## config.mk

```make
export PLATFORM = sky130hd
export DESIGN_NAME = cd_config_arbiter_flat
export DESIGN_NICKNAME = d
export VERILOG_FILES = /design/src/rtl/cd_config_arbiter_pkg.sv /design/src/rtl/cd_config_arbiter_if.sv /design/src/rtl/cd_config_arbiter_rr.sv /design/src/rtl/cd_config_arbiter.sv /design/src/flat_wrapper.sv
export SDC_FILE = /design/constraint.sdc
export NUM_CORES = 1
export LEC_CHECK = 0
export BUFFER_PORTS_ARGS = -buffer_cell sky130_fd_sc_hd__clkbuf_2
export CAP_MARGIN = 20
export CORE_MARGIN = 2
export CORE_UTILIZATION = 45
export CTS_BUF_LIST = sky130_fd_sc_hd__clkbuf_2
export CTS_CLUSTER_DIAMETER = 120
export DETAILED_ROUTE_END_ITERATION = 10
export GPL_TIMING_DRIVEN = 0
export MAX_ROUTING_LAYER = met4
export PLACE_DENSITY = 0.79
export RECOVER_POWER = 50
export SLEW_MARGIN = 30
export SYNTH_ARGS = -nofsm -noshare
export SYNTH_HDL_FRONTEND = slang
export SYNTH_SLANG_ARGS = --single-unit
```

## constraint.sdc

```tcl
create_clock -name clk -period 2.1 [get_ports clk]
set_input_delay 0.315 -clock clk [delete_from_list [all_inputs] [get_ports clk]]
set_output_delay 0.315 -clock clk [all_outputs]
set_load 0.02 [all_outputs]
```

## src/rtl/cd_config_arbiter_pkg.sv

```systemverilog
// rtl/cd_config_arbiter_pkg.sv - shared types and constants for the clock divider config arbiter
// Purpose: controller state encoding, divider register addresses and boot write count.
// Ports: none (package cd_cfg_pkg).
package cd_cfg_pkg;

  typedef enum logic [1:0] {
    ST_BOOT = 2'd0,
    ST_IDLE = 2'd1,
    ST_XFER = 2'd2
  } state_t;

  // Clock divider register map
  localparam int ADDR_VGA  = 0;
  localparam int ADDR_UART = 1;
  localparam int ADDR_LM   = 2;
  localparam int ADDR_DB   = 3;

  // Number of default-divisor writes issued after reset
  localparam int BOOT_COUNT = 4;

endpackage

```

## src/rtl/cd_config_arbiter_if.sv

```systemverilog
// rtl/cd_config_arbiter_if.sv - requester and divider config channels of the arbiter
// Purpose: bundles both upstream write channels, the downstream divider write
//          channel and the status outputs.
// Ports (master = arbiter side):
//   r0_addr/r0_data/r0_valid in, r0_ready out : requester 0 (UART command decoder)
//   r1_addr/r1_data/r1_valid in, r1_ready out : requester 1 (debug host)
//   c_addr/c_data/c_valid out, c_ready in     : registered write to the clock divider
//   gnt out (one-hot owner), boot_done out
interface cd_config_arbiter_if #(
  parameter int WIDTH_CONFIG_ADDR = 2,
  parameter int WIDTH_CONFIG_DATA = 16
);

  logic [WIDTH_CONFIG_ADDR-1:0] r0_addr;
  logic [WIDTH_CONFIG_DATA-1:0] r0_data;
  logic                         r0_valid;
  logic                         r0_ready;

  logic [WIDTH_CONFIG_ADDR-1:0] r1_addr;
  logic [WIDTH_CONFIG_DATA-1:0] r1_data;
  logic                         r1_valid;
  logic                         r1_ready;

  logic [WIDTH_CONFIG_ADDR-1:0] c_addr;
  logic [WIDTH_CONFIG_DATA-1:0] c_data;
  logic                         c_valid;
  logic                         c_ready;

  logic [1:0]                   gnt;
  logic                         boot_done;

  modport master (
    input  r0_addr, r0_data, r0_valid,
    input  r1_addr, r1_data, r1_valid,
    input  c_ready,
    output r0_ready, r1_ready,
    output c_addr, c_data, c_valid,
    output gnt, boot_done
  );

  modport slave (
    output r0_addr, r0_data, r0_valid,
    output r1_addr, r1_data, r1_valid,
    output c_ready,
    input  r0_ready, r1_ready,
    input  c_addr, c_data, c_valid,
    input  gnt, boot_done
  );

endinterface

```

## src/rtl/cd_config_arbiter_rr.sv

```systemverilog
// rtl/cd_config_arbiter_rr.sv - 2-way round-robin picker for the config arbiter
// Purpose: picks one of two requesters; on a tie the one not granted last wins.
// Ports:
//   clk, rst_n    : clock, asynchronous active-low reset
//   req_i[1:0]    : requester valids (bit0 = r0, bit1 = r1)
//   update_i      : a granted transfer completed this cycle
//   owner_i[1:0]  : one-hot owner of the completing transfer
//   win_o[1:0]    : one-hot winner (0 when nobody requests)
module cd_rr_arbiter (
  input  logic       clk,
  input  logic       rst_n,
  input  logic [1:0] req_i,
  input  logic       update_i,
  input  logic [1:0] owner_i,
  output logic [1:0] win_o
);

  // 1 = r1 was granted last; resets to r1 so r0 wins the first tie
  logic last_q, last_d;

  always_comb begin
    last_d = last_q;
    if (update_i) begin
      last_d = owner_i[1];
    end
  end

  always_comb begin
    win_o = 2'b00;
    case (req_i)
      2'b01:   win_o = 2'b01;
      2'b10:   win_o = 2'b10;
      2'b11:   win_o = last_q ? 2'b01 : 2'b10;
      default: win_o = 2'b00;
    endcase
  end

  always_ff @(posedge clk or negedge rst_n) begin
    if (!rst_n) begin
      last_q <= 1'b1;
    end else begin
      last_q <= last_d;
    end
  end

endmodule

```

## src/rtl/cd_config_arbiter.sv

```systemverilog
// rtl/cd_config_arbiter.sv - shares the clock divider config port between two requesters
// Purpose: round-robin arbitration of r0/r1 writes onto the divider's single
//          valid/ready config port; optional boot sequence loading default divisors.
// Ports:
//   clk   : clock, all logic on its rising edge
//   rst_n : asynchronous active-low reset
//   cfg   : cd_config_arbiter_if.master (requester channels, divider channel, gnt, boot_done)
// Build option: CD_BOOT_INIT_EN compiles in the BOOT state, its index counter and
//               the DEF_DIV_* write sequence; without it boot_done is tied high.
module cd_config_arbiter
  import cd_cfg_pkg::*;
#(
  parameter int WIDTH_CONFIG_ADDR = 2,
  parameter int WIDTH_CONFIG_DATA = 16,
  parameter int DEF_DIV_VGA       = 2,
  parameter int DEF_DIV_UART      = 434,
  parameter int DEF_DIV_LM        = 50000,
  parameter int DEF_DIV_DB        = 500000
) (
  input  logic                clk,
  input  logic                rst_n,
  cd_config_arbiter_if.master cfg
);

  state_t                       state_q, state_d;
  logic [WIDTH_CONFIG_ADDR-1:0] c_addr_q, c_addr_d;
  logic [WIDTH_CONFIG_DATA-1:0] c_data_q, c_data_d;
  logic                         c_valid_q, c_valid_d;
  logic [1:0]                   gnt_q, gnt_d;
  logic [1:0]                   win;
  logic                         xfer_done;

  assign xfer_done = (state_q == ST_XFER) && c_valid_q && cfg.c_ready;

  cd_rr_arbiter u_rr (
    .clk      (clk),
    .rst_n    (rst_n),
    .req_i    ({cfg.r1_valid, cfg.r0_valid}),
    .update_i (xfer_done),
    .owner_i  (gnt_q),
    .win_o    (win)
  );

`ifdef CD_BOOT_INIT_EN
  localparam state_t RESET_STATE = ST_BOOT;

  logic [1:0] boot_idx_q, boot_idx_d;
  logic       boot_done_q, boot_done_d;

  function automatic logic [WIDTH_CONFIG_ADDR-1:0] boot_addr(input logic [1:0] idx);
    case (idx)
      2'd0:    boot_addr = WIDTH_CONFIG_ADDR'(ADDR_VGA);
      2'd1:    boot_addr = WIDTH_CONFIG_ADDR'(ADDR_UART);
      2'd2:    boot_addr = WIDTH_CONFIG_ADDR'(ADDR_LM);
      default: boot_addr = WIDTH_CONFIG_ADDR'(ADDR_DB);
    endcase
  endfunction

  // DB divisor does not fit the data bus; its low bits are what the divider gets
  function automatic logic [WIDTH_CONFIG_DATA-1:0] boot_data(input logic [1:0] idx);
    case (idx)
      2'd0:    boot_data = WIDTH_CONFIG_DATA'(DEF_DIV_VGA);
      2'd1:    boot_data = WIDTH_CONFIG_DATA'(DEF_DIV_UART);
      2'd2:    boot_data = WIDTH_CONFIG_DATA'(DEF_DIV_LM);
      default: boot_data = WIDTH_CONFIG_DATA'(DEF_DIV_DB);
    endcase
  endfunction

  always_ff @(posedge clk or negedge rst_n) begin
    if (!rst_n) begin
      boot_idx_q  <= 2'd0;
      boot_done_q <= 1'b0;
    end else begin
      boot_idx_q  <= boot_idx_d;
      boot_done_q <= boot_done_d;
    end
  end

  assign cfg.boot_done = boot_done_q;
`else
  localparam state_t RESET_STATE = ST_IDLE;

  // Boot constants are only consumed when the boot sequence is built in
  logic unused_boot_cfg;
  assign unused_boot_cfg = ^{DEF_DIV_VGA, DEF_DIV_UART, DEF_DIV_LM, DEF_DIV_DB,
                             ADDR_VGA, ADDR_UART, ADDR_LM, ADDR_DB, BOOT_COUNT};

  assign cfg.boot_done = 1'b1;
`endif

  always_comb begin
    state_d   = state_q;
    c_addr_d  = c_addr_q;
    c_data_d  = c_data_q;
    c_valid_d = c_valid_q;
    gnt_d     = gnt_q;
`ifdef CD_BOOT_INIT_EN
    boot_idx_d  = boot_idx_q;
    boot_done_d = boot_done_q;
`endif
    case (state_q)
`ifdef CD_BOOT_INIT_EN
      ST_BOOT: begin
        if (!c_valid_q) begin
          // First cycle after reset: present the pair for the current index
          c_addr_d  = boot_addr(boot_idx_q);
          c_data_d  = boot_data(boot_idx_q);
          c_valid_d = 1'b1;
        end else if (cfg.c_ready) begin
          if (boot_idx_q == 2'(BOOT_COUNT - 1)) begin
            c_valid_d   = 1'b0;
            boot_done_d = 1'b1;
            state_d     = ST_IDLE;
          end else begin
            // Next pair loads on the same edge as the handshake
            boot_idx_d = boot_idx_q + 2'd1;
            c_addr_d   = boot_addr(boot_idx_q + 2'd1);
            c_data_d   = boot_data(boot_idx_q + 2'd1);
          end
        end
      end
`endif
      ST_IDLE: begin
        if (|win) begin
          c_addr_d  = win[0] ? cfg.r0_addr : cfg.r1_addr;
          c_data_d  = win[0] ? cfg.r0_data : cfg.r1_data;
          c_valid_d = 1'b1;
          gnt_d     = win;
          state_d   = ST_XFER;
        end
      end
      ST_XFER: begin
        // Latched write completes regardless of the owner's valid
        if (cfg.c_ready) begin
          c_valid_d = 1'b0;
          gnt_d     = 2'b00;
          state_d   = ST_IDLE;
        end
      end
      default: begin
        state_d = ST_IDLE;
      end
    endcase
  end

  always_ff @(posedge clk or negedge rst_n) begin
    if (!rst_n) begin
      state_q   <= RESET_STATE;
      c_addr_q  <= '0;
      c_data_q  <= '0;
      c_valid_q <= 1'b0;
      gnt_q     <= 2'b00;
    end else begin
      state_q   <= state_d;
      c_addr_q  <= c_addr_d;
      c_data_q  <= c_data_d;
      c_valid_q <= c_valid_d;
      gnt_q     <= gnt_d;
    end
  end

  assign cfg.c_addr  = c_addr_q;
  assign cfg.c_data  = c_data_q;
  assign cfg.c_valid = c_valid_q;
  assign cfg.gnt     = gnt_q;

  // Upstream ready mirrors the downstream handshake of the current owner
  assign cfg.r0_ready = gnt_q[0] && cfg.c_ready;
  assign cfg.r1_ready = gnt_q[1] && cfg.c_ready;

endmodule

```

## src/flat_wrapper.sv

```systemverilog
// flat-port wrapper written by rule: the top's interface ports become plain ports
module cd_config_arbiter_flat import cd_cfg_pkg::*;
#(
  parameter int WIDTH_CONFIG_ADDR = 2,
  parameter int WIDTH_CONFIG_DATA = 16,
  parameter int DEF_DIV_VGA       = 2,
  parameter int DEF_DIV_UART      = 434,
  parameter int DEF_DIV_LM        = 50000,
  parameter int DEF_DIV_DB        = 500000
)
  (clk, rst_n, cfg_r0_addr, cfg_r0_data, cfg_r0_valid, cfg_r1_addr, cfg_r1_data, cfg_r1_valid, cfg_c_ready, cfg_r0_ready, cfg_r1_ready, cfg_c_addr, cfg_c_data, cfg_c_valid, cfg_gnt, cfg_boot_done);
  cd_config_arbiter_if #(.WIDTH_CONFIG_ADDR(WIDTH_CONFIG_ADDR), .WIDTH_CONFIG_DATA(WIDTH_CONFIG_DATA)) cfg_i ();
  input  logic clk;
  input  logic rst_n;
  input wire logic [$bits(cfg_i.r0_addr)-1:0] cfg_r0_addr;
  input wire logic [$bits(cfg_i.r0_data)-1:0] cfg_r0_data;
  input wire logic [$bits(cfg_i.r0_valid)-1:0] cfg_r0_valid;
  input wire logic [$bits(cfg_i.r1_addr)-1:0] cfg_r1_addr;
  input wire logic [$bits(cfg_i.r1_data)-1:0] cfg_r1_data;
  input wire logic [$bits(cfg_i.r1_valid)-1:0] cfg_r1_valid;
  input wire logic [$bits(cfg_i.c_ready)-1:0] cfg_c_ready;
  output wire logic [$bits(cfg_i.r0_ready)-1:0] cfg_r0_ready;
  output wire logic [$bits(cfg_i.r1_ready)-1:0] cfg_r1_ready;
  output wire logic [$bits(cfg_i.c_addr)-1:0] cfg_c_addr;
  output wire logic [$bits(cfg_i.c_data)-1:0] cfg_c_data;
  output wire logic [$bits(cfg_i.c_valid)-1:0] cfg_c_valid;
  output wire logic [$bits(cfg_i.gnt)-1:0] cfg_gnt;
  output wire logic [$bits(cfg_i.boot_done)-1:0] cfg_boot_done;
  assign cfg_i.r0_addr = cfg_r0_addr;
  assign cfg_i.r0_data = cfg_r0_data;
  assign cfg_i.r0_valid = cfg_r0_valid;
  assign cfg_i.r1_addr = cfg_r1_addr;
  assign cfg_i.r1_data = cfg_r1_data;
  assign cfg_i.r1_valid = cfg_r1_valid;
  assign cfg_i.c_ready = cfg_c_ready;
  assign cfg_r0_ready = cfg_i.r0_ready;
  assign cfg_r1_ready = cfg_i.r1_ready;
  assign cfg_c_addr = cfg_i.c_addr;
  assign cfg_c_data = cfg_i.c_data;
  assign cfg_c_valid = cfg_i.c_valid;
  assign cfg_gnt = cfg_i.gnt;
  assign cfg_boot_done = cfg_i.boot_done;
  cd_config_arbiter #(.WIDTH_CONFIG_ADDR(WIDTH_CONFIG_ADDR), .WIDTH_CONFIG_DATA(WIDTH_CONFIG_DATA), .DEF_DIV_VGA(DEF_DIV_VGA), .DEF_DIV_UART(DEF_DIV_UART), .DEF_DIV_LM(DEF_DIV_LM), .DEF_DIV_DB(DEF_DIV_DB)) u_core (.clk(clk), .rst_n(rst_n), .cfg(cfg_i));
endmodule
```

# Word-level counts from Yosys, hierarchy flattened
# Cells that the tools add are included.
# classes
n_bitwise	0
shifts	0
n_mux	13
n_reduce_logical	9
n_lt_le_gt_ge	0
n_addsub	0
eq_ne	7
mul	0
div_mod_pow	0
# op_table
operator	count
16-bit 2-to-1 mux	1
2-bit 2-to-1 mux	6
2-bit one-hot mux with 2 select lines	2
2-bit equality test (second input constant)	3
2-bit one-hot mux with 3 select lines	1
2-bit by 1-bit equality test with 1-bit output (second input constant)	2
1-bit logical AND	4
2-bit AND reduction	2
3-bit AND reduction	1
1-bit 2-to-1 mux	2
2-bit by 1-bit inequality test with 1-bit output (second input constant)	1
2-bit inequality test (second input constant)	1
1-bit one-hot mux with 2 select lines	1
2-bit nonzero test	1
2-bit OR reduction	1
# totals
output_inout_bits	24
in_bits	41
n_memories	0
romBits	0
ramBits	0
word_cells	35
latchBits	0
register_bits	24

# Longest topological paths before layout
# Gate-level depths: netlist (run 1).
# logic_depth
ltp_word	5
mapped_depth	5
mapped_depth_nobuf	3

# Modules after synthesis
# A second synthesis (run 1) with hierarchy kept.
# unflattened
cells_unflattened	93
area_unflattened_um2	1224.9
# by_module_without_submodules
module	area_per_inst_um2	seq_area_each_um2	n_inst	cells_per_inst
cd_config_arbiter	1163.6	576.8	1	87
cd_rr_arbiter	61.3	26.3	1	6

# Worst setup path after synthesis (run 1)
# OpenSTA, ideal clock, no wires.
# synth_timing
kind	reg-to-reg
startpoint	register u_core.state_q[0]
endpoint	register u_core.c_data_q[15], in the netlist u_core.cfg.c_data[15]
period_less_slack_ns	1.424
path_stages_with_launch	6
t_arrival_ns	1.298
n_path_buf	2
required_ns	1.974
setup_time_ns	0.126
setup_slack_ns	0.676
path_cell_list	dfstp_2 nor2b_4 buf_4 o21ai_2 buf_2 a221o_1
# synth_via
elab_chain_len	2
# synth_lines
item	line	rtl
start, declared	cd_config_arbiter.sv:25	state_t state_q, state_d;
start signal, assigned	cd_config_arbiter.sv:154	state_q <= state_d;
2-bit by 1-bit equality test with 1-bit output	cd_config_arbiter.sv:101	case (state_q)
2-bit AND reduction (no line)	--	
end signal, assigned	cd_config_arbiter.sv:156	c_data_q <= c_data_d;
end, declared	cd_config_arbiter.sv:27	logic [WIDTH_CONFIG_DATA-1:0] c_data_q, c_data_d;
# Every way passes these cells.
# A chain may end at the register's enable or synchronous reset.

# Final worst setup path (run 1)
# layout_timing
startpoint	register u_core.u_rr.last_q
endpoint	register u_core.c_data_q[8], in the netlist u_core.cfg.c_data[8]
# layout_via
elab_chain_len	4
elab_cells_between_ends	5
classes_between	mux: 3; reduce/logical: 2
# layout_lines
item	line	rtl
start, declared	cd_config_arbiter_rr.sv:19	logic last_q, last_d;
start signal, assigned	cd_config_arbiter_rr.sv:42	last_q <= last_d;
2-bit 2-to-1 mux (*)	cd_config_arbiter_rr.sv:33	2'b11: win_o = last_q ? 2'b01 : 2'b10;
2-bit one-hot mux with 3 select lines (*)	cd_config_arbiter_rr.sv:30	case (req_i)
2-bit OR reduction	cd_config_arbiter.sv:124	if (|win) begin
2-bit AND reduction (no line)	--	
# Every way passes the cells marked *; elsewhere a longest branch is shown, timed or not.

==> results of run 1 <==
## worst max-delay path: stages, from the launching register on
cell      delay [ns]
dfstp_2         0.60
nand2_1         0.18
clkbuf_1        0.26
and4_1          0.26
a221o_1         0.27
## synthesized netlist by cell type, types with 2 or more instances
master    instances
a221o_1          18
a31o_1            2
and2_1            2
and4_1           18
buf_2             2
buf_4             2
buf_6             2
clkbuf_1          4
dfrtp_1          22
dfstp_2           2
nand2_1           3
## kinds of logic (layout without fill, tap and decap cells)
kind of cell	after synthesis	count (layout)	share of synthesized area
other	1	1	0.00329
flip-flops	24	24	0.529
AO/OA/AOI/OAI	23	23	0.192
buffers and inverters	11	79	0.0581
AND/OR/NAND/NOR	30	30	0.208
multiplexers	1	1	0.00987
## path summary, 6_finish.rpt
path                                         endpoint            startpoint  cells past startpoint  slack [ns]
worst max-delay path             u_core.cfg.c_data[8]    u_core.u_rr.last_q                      4        0.45
worst min-delay path             u_core.cfg.c_data[3]        cfg_r0_data[3]                      2        0.19
worst max register to register   u_core.cfg.c_data[8]    u_core.u_rr.last_q                      4        0.45
worst min register to register   u_core.cfg.c_data[0]  u_core.cfg.c_data[0]                      1        0.55
max in group asynchronous       u_core.cfg.c_data[12]                 rst_n                      2        0.63
min in group asynchronous       u_core.cfg.c_data[13]                 rst_n                      2        0.75
## power by group
part / switching, W / internal, W / total [W]
registers: 0.000143 / 0.000697 / 0.000840
logic: 0.000661 / 0.000474 / 0.00113
clock network: 0.000139 / 0.0000414 / 0.000180
total: 0.000942 / 0.00121 / 0.00215
## cells in the final DEF, fill, tap and decap left out
master	instances
nor2b_4	1
buf_2	2
and3_1	1
o21a_1	1
nor2_1	1
buf_4	2
nand3b_1	1
dlygate4sd3_1	1
inv_1	1
nand2_1	3
or2b_1	1
clkbuf_1	15
o21ai_1	1
a31o_1	2
and2_1	2
clkinv_1	1
nand2b_1	1
clkbuf_2	55
dfstp_2	2
mux2_2	1
dfrtp_1	22
and3_4	1
and4_1	18
buf_6	2
conb_1	1
a221o_1	18
o21ai_2	1
## routing by layer
layer | up-vias | GRT usage
met5 | - | -
met4 | 0 | 0.0833
met3 | 4 | 0.0246
met2 | 53 | 0.349
met1 | 498 | 0.268
li1 | 495 | -
## final cells by class
| type | instances | share of cell area |
|---|---|---|
| sequential | 24 | 0.400 |
| clock buffer | 3 | 0.00995 |
| tap | 30 | 0.0249 |
| clock inverter | 1 | 0.00249 |
| buffer | 10 | 0.0415 |
| multi-input combinational | 55 | 0.313 |
| timing repair buffer | 64 | 0.206 |
| inverter | 1 | 0.00249 |
## state kept, by name, summed over array words and instances, names as in the netlist
signal and count:
u_core.cfg.c_addr 2, u_core.cfg.c_data 16, u_core.cfg.c_valid 1, u_core.cfg.gnt 2
u_core.state_q 2, u_core.u_rr.last_q 1
## per-stage QoR
step	power, W	cells	instance area (sq um)	util	worst slack [ns]
6_report	0.00215	188	1510	0.620	0.448
5_1_grt	0.00229	188	1510	0.620	0.352
4_1_cts	0.00219	188	1520	0.626	0.440
3_5_place_dp	0.00201	183	1490	0.614	0.454
3_3_place_gp	0.00196	183	1490	0.614	0.552
2_1_floorplan	0.00161	90	1140	-	0.676
==> impl_metrics.ini, run 1 <==
[outcome]
status = finished clean

[detailed_routing]
vias = 1050
wirelength_microns = 2970
wl_met2_microns = 1390
ant_nets = 0
post_drt_via_cell_ratio = 5.59
drc = 0
dr.pass1.iters = 4
met3WireLength_microns = 208
drt_first_iter_violations = 9
top_layer_used = met4
drt-wirelength-per-cell_microns = 15.8
met1_length_microns = 1340

[place]
place.gp.congestion = 0.728
port_buffers = 63
hpwl_microns = 2230

[worst_setup_path]
crit_arrival_ns = 1.90
startpoint_type = flop
worstPathMaxFanout = 10
critical_path_required_ns = 2.34
endpoint_kind = flop
timing_worst_setup_path_type = flop to flop

[cells_and_area]
synthToLayoutAreaGrowth_pct = 32.2
nFillCells = 219
diodes = 0
register_area_sq_um = 603
drive_gt1_frac = 0.424
multi_input_area_sq_um = 472
final_nets = 200

[clocking]
cts_setup_buffers = 0
cts_hold_buf = 1
cts_tree = yes
clk_root_buffer_cell = clkbuf_2
clock_latency_ns = 0.33
cts.sinks = 24
cts_resized = 0
clk_pin_slew_ns = 0.23
cts_buffers = 3
clock_tree.buffer_depth = 2
htree_levels = 1

[global_routing]
grt_pass1_vias = 966
grt_max_degree = 25
track_usage = 0.212
grt_pass1_wl_microns = 4270
antenna_found_initial = 0
overflow = 0

[die]
initial_core_util = 0.469
boundaryPins = 65
die-area_sq_um = 2950
die_h_microns = 54.4
core_sq_um = 2430
rows = 18
fp.dieW_microns = 54.4

[pwr]
ir_drop_v = 0.000723
power.leakage_nw = 0.763
p_per_area_nw_per_um2 = 1430

[yosys]
ys_async_sr_fraction = 1.00
synth_cell_types = 24
netlist_area_sq_um = 1140
ys_seq_area_frac = 0.529
ys.flop_type = dfrtp_1
syn_inst = 90
synth_edf_count = 0
synth_seq_cells = 24
synth_top_area_cell = dfrtp_1
yosys-top-cells-area = dfrtp_1, a221o_1, and4_1
synth.net_count = 131
yosysWarnings = 0
synth_top_area_share = 0.482
syn_area_per_cell_sq_um = 12.7

[job]
cap_violations = 0

[timing]
finalSetupViolations = 0
rsz0062_at_grt = no
holdWs_ns = 0.189
slew_violations = 0
period_share = 0.786
fin_skew_ns = 0.00571
tns_ns = 0
hold_viol = 0
maxSlewHeadroom = 0.164
fmax_ghz = 0.605
worst_pin_slew_ns = 1.25
post-route-min-period_ns = 1.65

[min_path]
hp-class = input pin to flop
(Power assumes the default switching activity.)
==> run 2, diff against run 1 <==
--- a/config.mk
+++ b/config.mk
@@ -5,16 +5,17 @@
 export SDC_FILE = /design/constraint.sdc
 export NUM_CORES = 1
 export LEC_CHECK = 0
+export ABC_AREA = 1
 export BUFFER_PORTS_ARGS = -buffer_cell sky130_fd_sc_hd__clkbuf_2
 export CAP_MARGIN = 20
 export CORE_MARGIN = 2
-export CORE_UTILIZATION = 45
+export CORE_UTILIZATION = 43
 export CTS_BUF_LIST = sky130_fd_sc_hd__clkbuf_2
 export CTS_CLUSTER_DIAMETER = 120
 export DETAILED_ROUTE_END_ITERATION = 10
 export GPL_TIMING_DRIVEN = 0
 export MAX_ROUTING_LAYER = met4
-export PLACE_DENSITY = 0.79
+export PLACE_DENSITY = 0.75
 export RECOVER_POWER = 50
 export SLEW_MARGIN = 30
 export SYNTH_ARGS = -nofsm -noshare
==> constraint.sdc (replaced) <==
create_clock -name clk -period 1.5 [get_ports clk]
set_input_delay 0.225 -clock clk [delete_from_list [all_inputs] [get_ports clk]]
set_output_delay 0.225 -clock clk [all_outputs]
set_load 0.02 [all_outputs]
==> impl_metrics.ini, run 2 <==
[cells_and_area]
diodes = 0
multi_input_area_sq_um = 494
final_core_util = 0.575
synthToLayoutAreaGrowth_pct = 28.9
largest_reg_flops = 16
final_nets = 303
drive_gt1_frac = 0.291
final_common_cell = nand2_1
layout_common_cells = nand2_1, clkbuf_2, inv_1
register_area_sq_um = 603
nFillCells = 311

[detailed_routing]
dr.pass1.iters = 4
ant_nets = 0
vias = 1330
post_drt_via_cell_ratio = 4.36
drt_first_iter_violations = 39
drt-wirelength-per-cell_microns = 9.80
drc = 0
wirelength_microns = 2990

[yosys]
yosys-top-cells-area = dfrtp_1, nand2_1, nand3_1
syn_inst = 193
synth_cell_types = 15
synth_top_area_cell = dfrtp_1
ys_async_sr_fraction = 1.00
synth_seq_cells = 24
syn_area_per_cell_sq_um = 7.00
synth_edf_count = 0
ys_seq_area_frac = 0.447
yosys.cell_count.top_type = nand2_1
ys.flop_type = dfrtp_1
synth_top_area_share = 0.408
yosysWarnings = 0
netlist_area_sq_um = 1350
synth_commonest_cells = nand2_1, inv_1, nand3_1
synth.net_count = 234

[worst_setup_path]
worstPathMaxFanout = 10
startpoint_type = flop
reg2reg_depth = 6
critical_path_required_ns = 1.73
timing_worst_setup_path_type = flop to flop
crit_arrival_ns = 1.56
endpoint_kind = flop

[timing]
tns_ns = 0
slew_violations = 0
setup_ws_ns = 0.170
period_share = 0.887
rsz0062_at_grt = no
fmax_ghz = 0.752
worst_pin_slew_ns = 0.573
hold_viol = 0
finalSetupViolations = 0
holdWs_ns = 0.163
maxSlewHeadroom = 0.618
post-route-min-period_ns = 1.33
fin_skew_ns = 0.0176

[min_path]
hp-class = input pin to flop
min_path_cells = 3

[place]
place_ws_ns = 0.243
place.gp.congestion = 0.785
hpwl_microns = 2360
port_buffers = 63

[global_routing]
overflow = 0
grt_pass1_vias = 1211
grt_pass1_wl_microns = 5060
grt_max_degree = 25
track_usage = 0.189
antenna_found_initial = 0

[die]
initial_core_util = 0.446
die-area_sq_um = 3600
boundaryPins = 65
core_sq_um = 3030
fp.dieW_microns = 60.0
die_h_microns = 60.0
rows = 20

[clocking]
cts_tree = yes
htree_levels = 1
clk_pin_slew_ns = 0.20
clock_latency_ns = 0.32
cts_setup_buffers = 0
clk_root_buffer_cell = clkbuf_2
cts_buffers = 3
clock_tree.buffer_depth = 2
cts.sinks = 24

[job]
cap_violations = 0

[pwr]
p_per_area_nw_per_um2 = 1740
ir_drop_v = 0.000725
power.leakage_nw = 1.13

[outcome]
status = finished clean
## run 2: final timing paths
path / from / to / slack (ns)
setup reg to reg: u_core.state_q[0] / u_core.cfg.c_data[5] / 0.17
hold / removal: cfg_c_ready / u_core.state_q[0] / 0.16
hold reg to reg: u_core.u_rr.last_q / u_core.u_rr.last_q / 0.47
max in group asynchronous: rst_n / u_core.state_q[0] / 0.71
min in group asynchronous: rst_n / u_core.cfg.c_data[6] / 0.39
setup / recovery: u_core.state_q[0] / u_core.cfg.c_data[5] / 0.17
## run 2: per-layer routing
layer | part of all wire | global-route usage
met5 | 0 | -
met4 | 0.0084 | 0.0476
met3 | 0.032 | 0.0260
met2 | 0.49 | 0.300
met1 | 0.47 | 0.257
## run 2: final cells by class
| cell class | instances | share of cell area |
|---|---|---|
| Buffer | 10 | 0.0474 |
| Clock buffer | 4 | 0.0115 |
| Inverter | 45 | 0.0971 |
| Multi-Input combinational cell | 114 | 0.284 |
| Sequential cell | 24 | 0.347 |
| Tap cell | 44 | 0.0316 |
| Timing Repair Buffer | 64 | 0.182 |
## run 2: worst max-delay path, cell delays in order, from the launching register on
cell	delay, ns
dfstp_2	0.58
nand2_1	0.08
nor2_4	0.13
inv_2	0.05
clkbuf_1	0.23
nand2_1	0.12
nand2_1	0.06
## run 2: power breakdown
| part | switching [W] | total, W | internal, W |
|---|---|---|---|
| combinational | 0.00105 | 0.00160 | 0.000551 |
| sequential | 0.000185 | 0.00117 | 0.000983 |
| clock | 0.000182 | 0.000252 | 0.0000705 |
| total | 0.00142 | 0.00302 | 0.00160 |
## run 2: what timing repair did
action / 4_1_cts / 5_1_grt
endpoints found under the hold margin: 22 / 0
gates resized for setup: 0 / 0
hold buffers: 1 / 0
## run 2: metrics by stage
stage	instance area [sq um]	power (W)	instances
final	1740	0.00302	305
after global routing	1740	0.00330	305
after CTS	1750	0.00308	305
after detailed placement	1720	0.00284	300
after global placement	1720	0.00280	300
after floorplan	1350	0.00228	193
## run 2: logic make-up (layout without fill, tap and decap cells)
family / Yosys count / count (layout) / synth area share
other cells: 1 / 1 / 0.00278
compound gates: 1 / 1 / 0.00370
buf+inv: 55 / 123 / 0.187
simple gates: 112 / 112 / 0.360
flops: 24 / 24 / 0.447
